`src/rtl/result_display_seq.sv`:
```
// Display sequencer: snapshots four result words on load and steps every lane's nibbles MSB-first
// to the 7-segment decoders, then parks on nibble 0. Define DISP_BLANK_EN for leading-zero blanking.
module result_display_seq #(
    parameter int RES_W       = 16,
    parameter int HOLD_CYCLES = 25_000_000
) (
    input  logic                       clk,
    input  logic                       rst,
    input  logic                       load,
    input  logic [RES_W-1:0]           res0,
    input  logic [RES_W-1:0]           res1,
    input  logic [RES_W-1:0]           res2,
    input  logic [RES_W-1:0]           res3,
    input  logic                       adv,
    output logic [3:0]                 nib0,
    output logic [3:0]                 nib1,
    output logic [3:0]                 nib2,
    output logic [3:0]                 nib3,
    output logic [3:0]                 blank,
    output logic [$clog2(RES_W/4)-1:0] digit_idx,
    output logic                       busy,
    output logic                       frame_done
);
    localparam int DIGITS = RES_W / 4;
    localparam int IDX_W  = $clog2(DIGITS);
    localparam int HC_W   = $clog2(HOLD_CYCLES);
    localparam logic [IDX_W-1:0] LAST_DIGIT = IDX_W'(DIGITS - 1);
    localparam logic [HC_W-1:0]  HOLD_LAST  = HC_W'(HOLD_CYCLES - 1);

    localparam logic [0:0] IDLE = 1'b0;
    localparam logic [0:0] SHOW = 1'b1;

    logic [0:0]       state;
    logic [HC_W-1:0]  hcnt;
    logic [RES_W-1:0] snap [4];
    logic             step;
    logic [IDX_W+1:0] bit_base;

    // A manual advance and a coincident timeout collapse into one step.
    assign step     = adv || (hcnt == HOLD_LAST);
    assign bit_base = {digit_idx, 2'b00};
    assign busy     = (state == SHOW);

    always_ff @(posedge clk or negedge rst) begin
        if (!rst) begin
            state      <= IDLE;
            hcnt       <= '0;
            digit_idx  <= '0;
            frame_done <= 1'b0;
            for (int i = 0; i < 4; i++) snap[i] <= '0;
        end else begin
            frame_done <= 1'b0;
            if (load) begin
                snap[0]   <= res0;
                snap[1]   <= res1;
                snap[2]   <= res2;
                snap[3]   <= res3;
                digit_idx <= LAST_DIGIT;
                hcnt      <= '0;
                state     <= SHOW;
            end else if (state == SHOW) begin
                if (step) begin
                    hcnt <= '0;
                    if (digit_idx != '0) begin
                        digit_idx <= digit_idx - 1'b1;
                    end else begin
                        state      <= IDLE;
                        frame_done <= 1'b1;
                    end
                end else begin
                    hcnt <= hcnt + 1'b1;
                end
            end
        end
    end

    // Nibbles come only from the snapshot, never straight from res*.
    assign nib0 = snap[0][bit_base +: 4];
    assign nib1 = snap[1][bit_base +: 4];
    assign nib2 = snap[2][bit_base +: 4];
    assign nib3 = snap[3][bit_base +: 4];

`ifdef DISP_BLANK_EN
    // Blank when the current nibble and everything above it is zero; digit 0 always shows.
    always_comb begin
        blank = '0;
        for (int i = 0; i < 4; i++) begin
            blank[i] = (digit_idx != '0) && ((snap[i] >> bit_base) == '0);
        end
    end
`else
    assign blank = '0;
`endif

endmodule

```
`config.mk`:
```
export PLATFORM = sky130hd
export DESIGN_NAME = result_display_seq
export DESIGN_NICKNAME = d
export VERILOG_FILES = /design/src/rtl/result_display_seq.sv
export SDC_FILE = /design/constraint.sdc
export NUM_CORES = 1
export LEC_CHECK = 0
export ABC_AREA = 1
export ABC_CLOCK_PERIOD_IN_PS = 2000
export CAP_MARGIN = 30
export CORE_MARGIN = 2
export CORE_UTILIZATION = 23
export CTS_CLUSTER_SIZE = 8
export DETAILED_ROUTE_END_ITERATION = 6
export PLACE_DENSITY = 0.52
export SYNTH_ARGS = -nofsm -noshare
export SYNTH_HDL_FRONTEND = slang
export SYNTH_SLANG_ARGS = --single-unit
```
`constraint.sdc`:
```
create_clock -name clk -period 2 [get_ports clk]
set_clock_uncertainty 0.05 [all_clocks]
set_input_delay 0.6 -clock clk [delete_from_list [all_inputs] [get_ports clk]]
set_output_delay 0.6 -clock clk [all_outputs]
set_load 0.02 [all_outputs]
```
==> impl_metrics.yaml, run 1 <==
global_route:
  number_of_antenna_violations_at_the_first_check_in_global_routing: 0
  grt-ovfl-total: 0
  groute.layer.met2.usage_pct: 20.8
  globalRouteMet1Util_pct: 16.0
  grt_start_max_net_pins: 65
  grt_first_pass_wirelength_um: 21600
  tot_gr_track_use_pct: 12.4
  grt.busiest_layer: "met2"
  first_global_vias: 4343
  global_route_met3_utilization_pct: 2.56
cts:
  ctsHtreeMaxLevel: 3
  clock_sink_count: 93
  cts_setup_buffers: 0
  ctsRootBufferMaster: "clkbuf_16"
  clock_tree_from_tritoncts: "built"
  worst_skew_pair_later_pin_latency_ps: 350
  cts_buffers: 9
  clkTransAtPathRegs_ps: 70
  clockBufferDepth: 2
  cts-hold-fix-buffers: 0
critical_path:
  timing.critical_path.to_type: "primary output"
  cp.buffers_inverters: 2
  cp_slowest_cell: "dfrtp_2"
  critPathKind: "flop to primary output"
  crit_fanout: 34
  cp_data_arrival_time_ps: 1460
  critPathLaunchType: "flop"
  worst_reg_to_reg_cells: 8
  cpPeakStageDelay_ps: 440
  critical-path-top-delay-family: "flip-flops"
  worst_ep_required_time_ps: 1350
  critical_path_cell_count: 4
  crit_path_cell_trace: "buf_12 > o21ai_0 > o22ai_2 > buf_2"
placement:
  io_buffers: 87
  globalplace.congestion: 0.799
  placement.cell_area_um2: 6020
  detailedPlace.worstSlack_ps: -247
  place_inst: 977
  dpl.hpwl_um: 8940
routing:
  antenna_violating_nets_post_route: 0
  drt_drc_violations_left: 0
  detailedRoute.firstPassIterationCount: 4
  post_drt_via_cell_ratio: 4.23
  routed_wl_um: 13300
  total_via_count_after_detailed_routing: 4210
  drt-initial-drc-count: 243
  routedWlPerCell_um: 13.3
timing:
  hold_ws_ps: 127
  finalWorstPathRequiredPeriod_ps: 2110
  drv_slew: 0
  clock.fmax_mhz: 475
  timing.final.setup_violations: 16
  fin_ws_ps: -106
  report.final.hold_viol_count: 0
  final_period_util_pct: 105
  final.setup.tns_ps: -1440
  rsz0062_at_grt: "true"
  worst_slew_margin_rel_pct: 57.9
  tightest_slew_ps: 631
floorplanning:
  num_rows: 52
  initial_core_util_pct: 23.3
  placeable_core_area_um2: 20000
  fp.dieH_um: 146
  die_outline_area_um2: 21400
  ios: 92
  dieWidth_um: 146
power:
  peakVddDrop_v: 0.000626
  power.density_cell_area_nw_per_um2: 1050
  totalPowerFinal_mw: 6.83
  switching_share_pct: 36.3
  leakagePower_nw: 2.96
  power.internal_mw: 4.35
  power_frac_clock_pct: 25.2
  power.share.sequential_pct: 31.6
  switchingPower_mw: 2.48
  power_share_of_the_combinational_group_pct: 43.2
final_layout:
  instances_no_fill: 996
  antenna_cells: 0
  layout-area-overhead-vs-synth_pct: 39.2
  layout-drive-gt1-share_pct: 15.0
  post-route-cell-area_um2: 6490
  final_util_pct: 32.4
  design.final.nets: 792
run:
  drv_cap: 0
status:
  status: "complete, but fails checks"
  failed_checks: "setup timing"
logic_synthesis:
  syn-instance-count: 632
  synthesis.yosys.warnings: 0
  postSynthRegisterBits: 93
  syn_avg_cell_area_um2: 7.38
  ys_types: 29
  share_of_the_yosys_chip_area_belonging_to_registers_pct: 49.9
  syn-cell-area_um2: 4660
worst_hold_path:
  min-delay-path-class: "input port to asynchronous set/reset pin"
-- Yosys cell counts --
library cell  count  share of area, %
xnor2_1           1              0.19
nand3_4           1              0.38
nand2_2           4              0.54
clkbuf_1         21               1.7
ha_1              2              0.54
buf_4             4              0.64
xor2_1            8               1.5
conb_1            1             0.080
nand4_1          12               1.6
nand3_1          28               3.0
buf_1             2              0.16
nor3_1            3              0.32
a31oi_1           1              0.13
nor2_4            1              0.24
inv_2             2              0.16
nand2_1         271                22
o21ai_0          35               3.8
buf_8             1              0.32
nor2_2            6              0.81
or2_2             1              0.13
inv_1            27               2.2
nand2_4           1              0.24
nor2_1           84               6.8
o21ai_1           1              0.11
buf_2             2              0.21
dfrtp_1          93                50
o22ai_1          16               2.1
clkinv_4          1              0.19
a21oi_1           2              0.21
-- power by group through the flow --
| stage | registers (mW) | clock network, mW | logic [mW] |
|---|---|---|---|
| 6_report | 2.16 | 1.72 | 2.95 |
| 3_5_place_dp | 2.17 | 0 | 2.56 |
| 3_3_place_gp | 2.17 | 0 | 2.55 |
| 2_1_floorplan | 2.19 | 0 | 1.36 |
| 4_1_cts | 2.14 | 1.77 | 2.51 |
| 5_1_grt | 2.18 | 1.84 | 3.19 |
-- placed cells by master (no fill, tap or decap), types with 11 or more instances in the layout --
cell             instances
dfrtp_1                 92
nand3_1                 28
nand2_1                271
clkbuf_16               12
inv_1                   25
buf_4                   15
buf_6                   11
o21ai_2                 11
nor2_1                  74
clkdlybuf4s50_1         66
nand4_1                 12
o21ai_1                 18
o22ai_2                 15
nor2_2                  15
-- registers in the layout (all words and copies together) (netlist names) --
register / cells
frame_done: 1
busy: 1
digit_idx: 2
snap: 64
hcnt: 25
-- path summary, 6_finish.rpt --
check | start | endpoint | slack (ps)
max | digit_idx[0] | nib3[2] | -110
min reg2reg | snap[10] | snap[10] | 420
min in group clk | snap[10] | snap[10] | 420
min | rst | snap[19] | 130
max reg2reg | digit_idx[0] | digit_idx[0] | 150
max in group asynchronous | rst | hcnt[18] | 1240
-- final cells by class --
cell class,count,area [um2]
Multi-Input combinational cell,482,2280
Inverter,30,123
Clock inverter,5,61.3
Timing Repair Buffer,106,1130
Sequential cell,93,2330
Fill cell,2215,13600
Tap cell,270,338
Clock buffer,10,229
-- logic make-up (layout without fill, tap and decap cells) --
| group | count (synthesis) | count (layout) | share of synthesized area, % |
|---|---|---|---|
| adder cells (fa/ha/maj) | 2 | 2 | 0.537 |
| flip-flops | 93 | 93 | 49.9 |
| XOR/XNOR | 9 | 9 | 1.69 |
| other | 1 | 4 | 0.0804 |
| AO/OA/AOI/OAI | 55 | 55 | 6.36 |
| AND/OR/NAND/NOR | 412 | 412 | 35.9 |
| buffers and inverters | 60 | 151 | 5.56 |
-- timing repair --
item	CTS	global route
gates resized for setup	93	57
pin swaps	1	4
endpoints found under the setup margin	18	18
cloned	0	4
-- metal layers --
| layer | part of all wire (%) | up-vias |
|---|---|---|
| met5 | 0 | - |
| met4 | 1.4 | 0 |
| met3 | 4.1 | 13 |
| met2 | 48 | 74 |
| met1 | 47 | 1958 |
| li1 | - | 2165 |
-- worst reg2reg max path, delay by kind of cell (launching register included) --
kind            cells  cell delay [ps]
fa+ha+maj           1              210
buf+inv             3              440
simple gates        3              250
compound gates      1              360
flops               1              410
No activity file was read; power rests on OpenSTA's default activity.
==> inputs of run 2 (changes only) <==
--- a/config.mk
+++ b/config.mk
@@ -10,7 +10,7 @@
 export CAP_MARGIN = 30
 export CORE_MARGIN = 2
 export CORE_UTILIZATION = 23
-export CTS_CLUSTER_SIZE = 8
+export CTS_CLUSTER_SIZE = 16
 export DETAILED_ROUTE_END_ITERATION = 6
 export PLACE_DENSITY = 0.52
 export SYNTH_ARGS = -nofsm -noshare
==> results of run 2 <==
Final layout, timing and power as in run 1 (identical DEF).
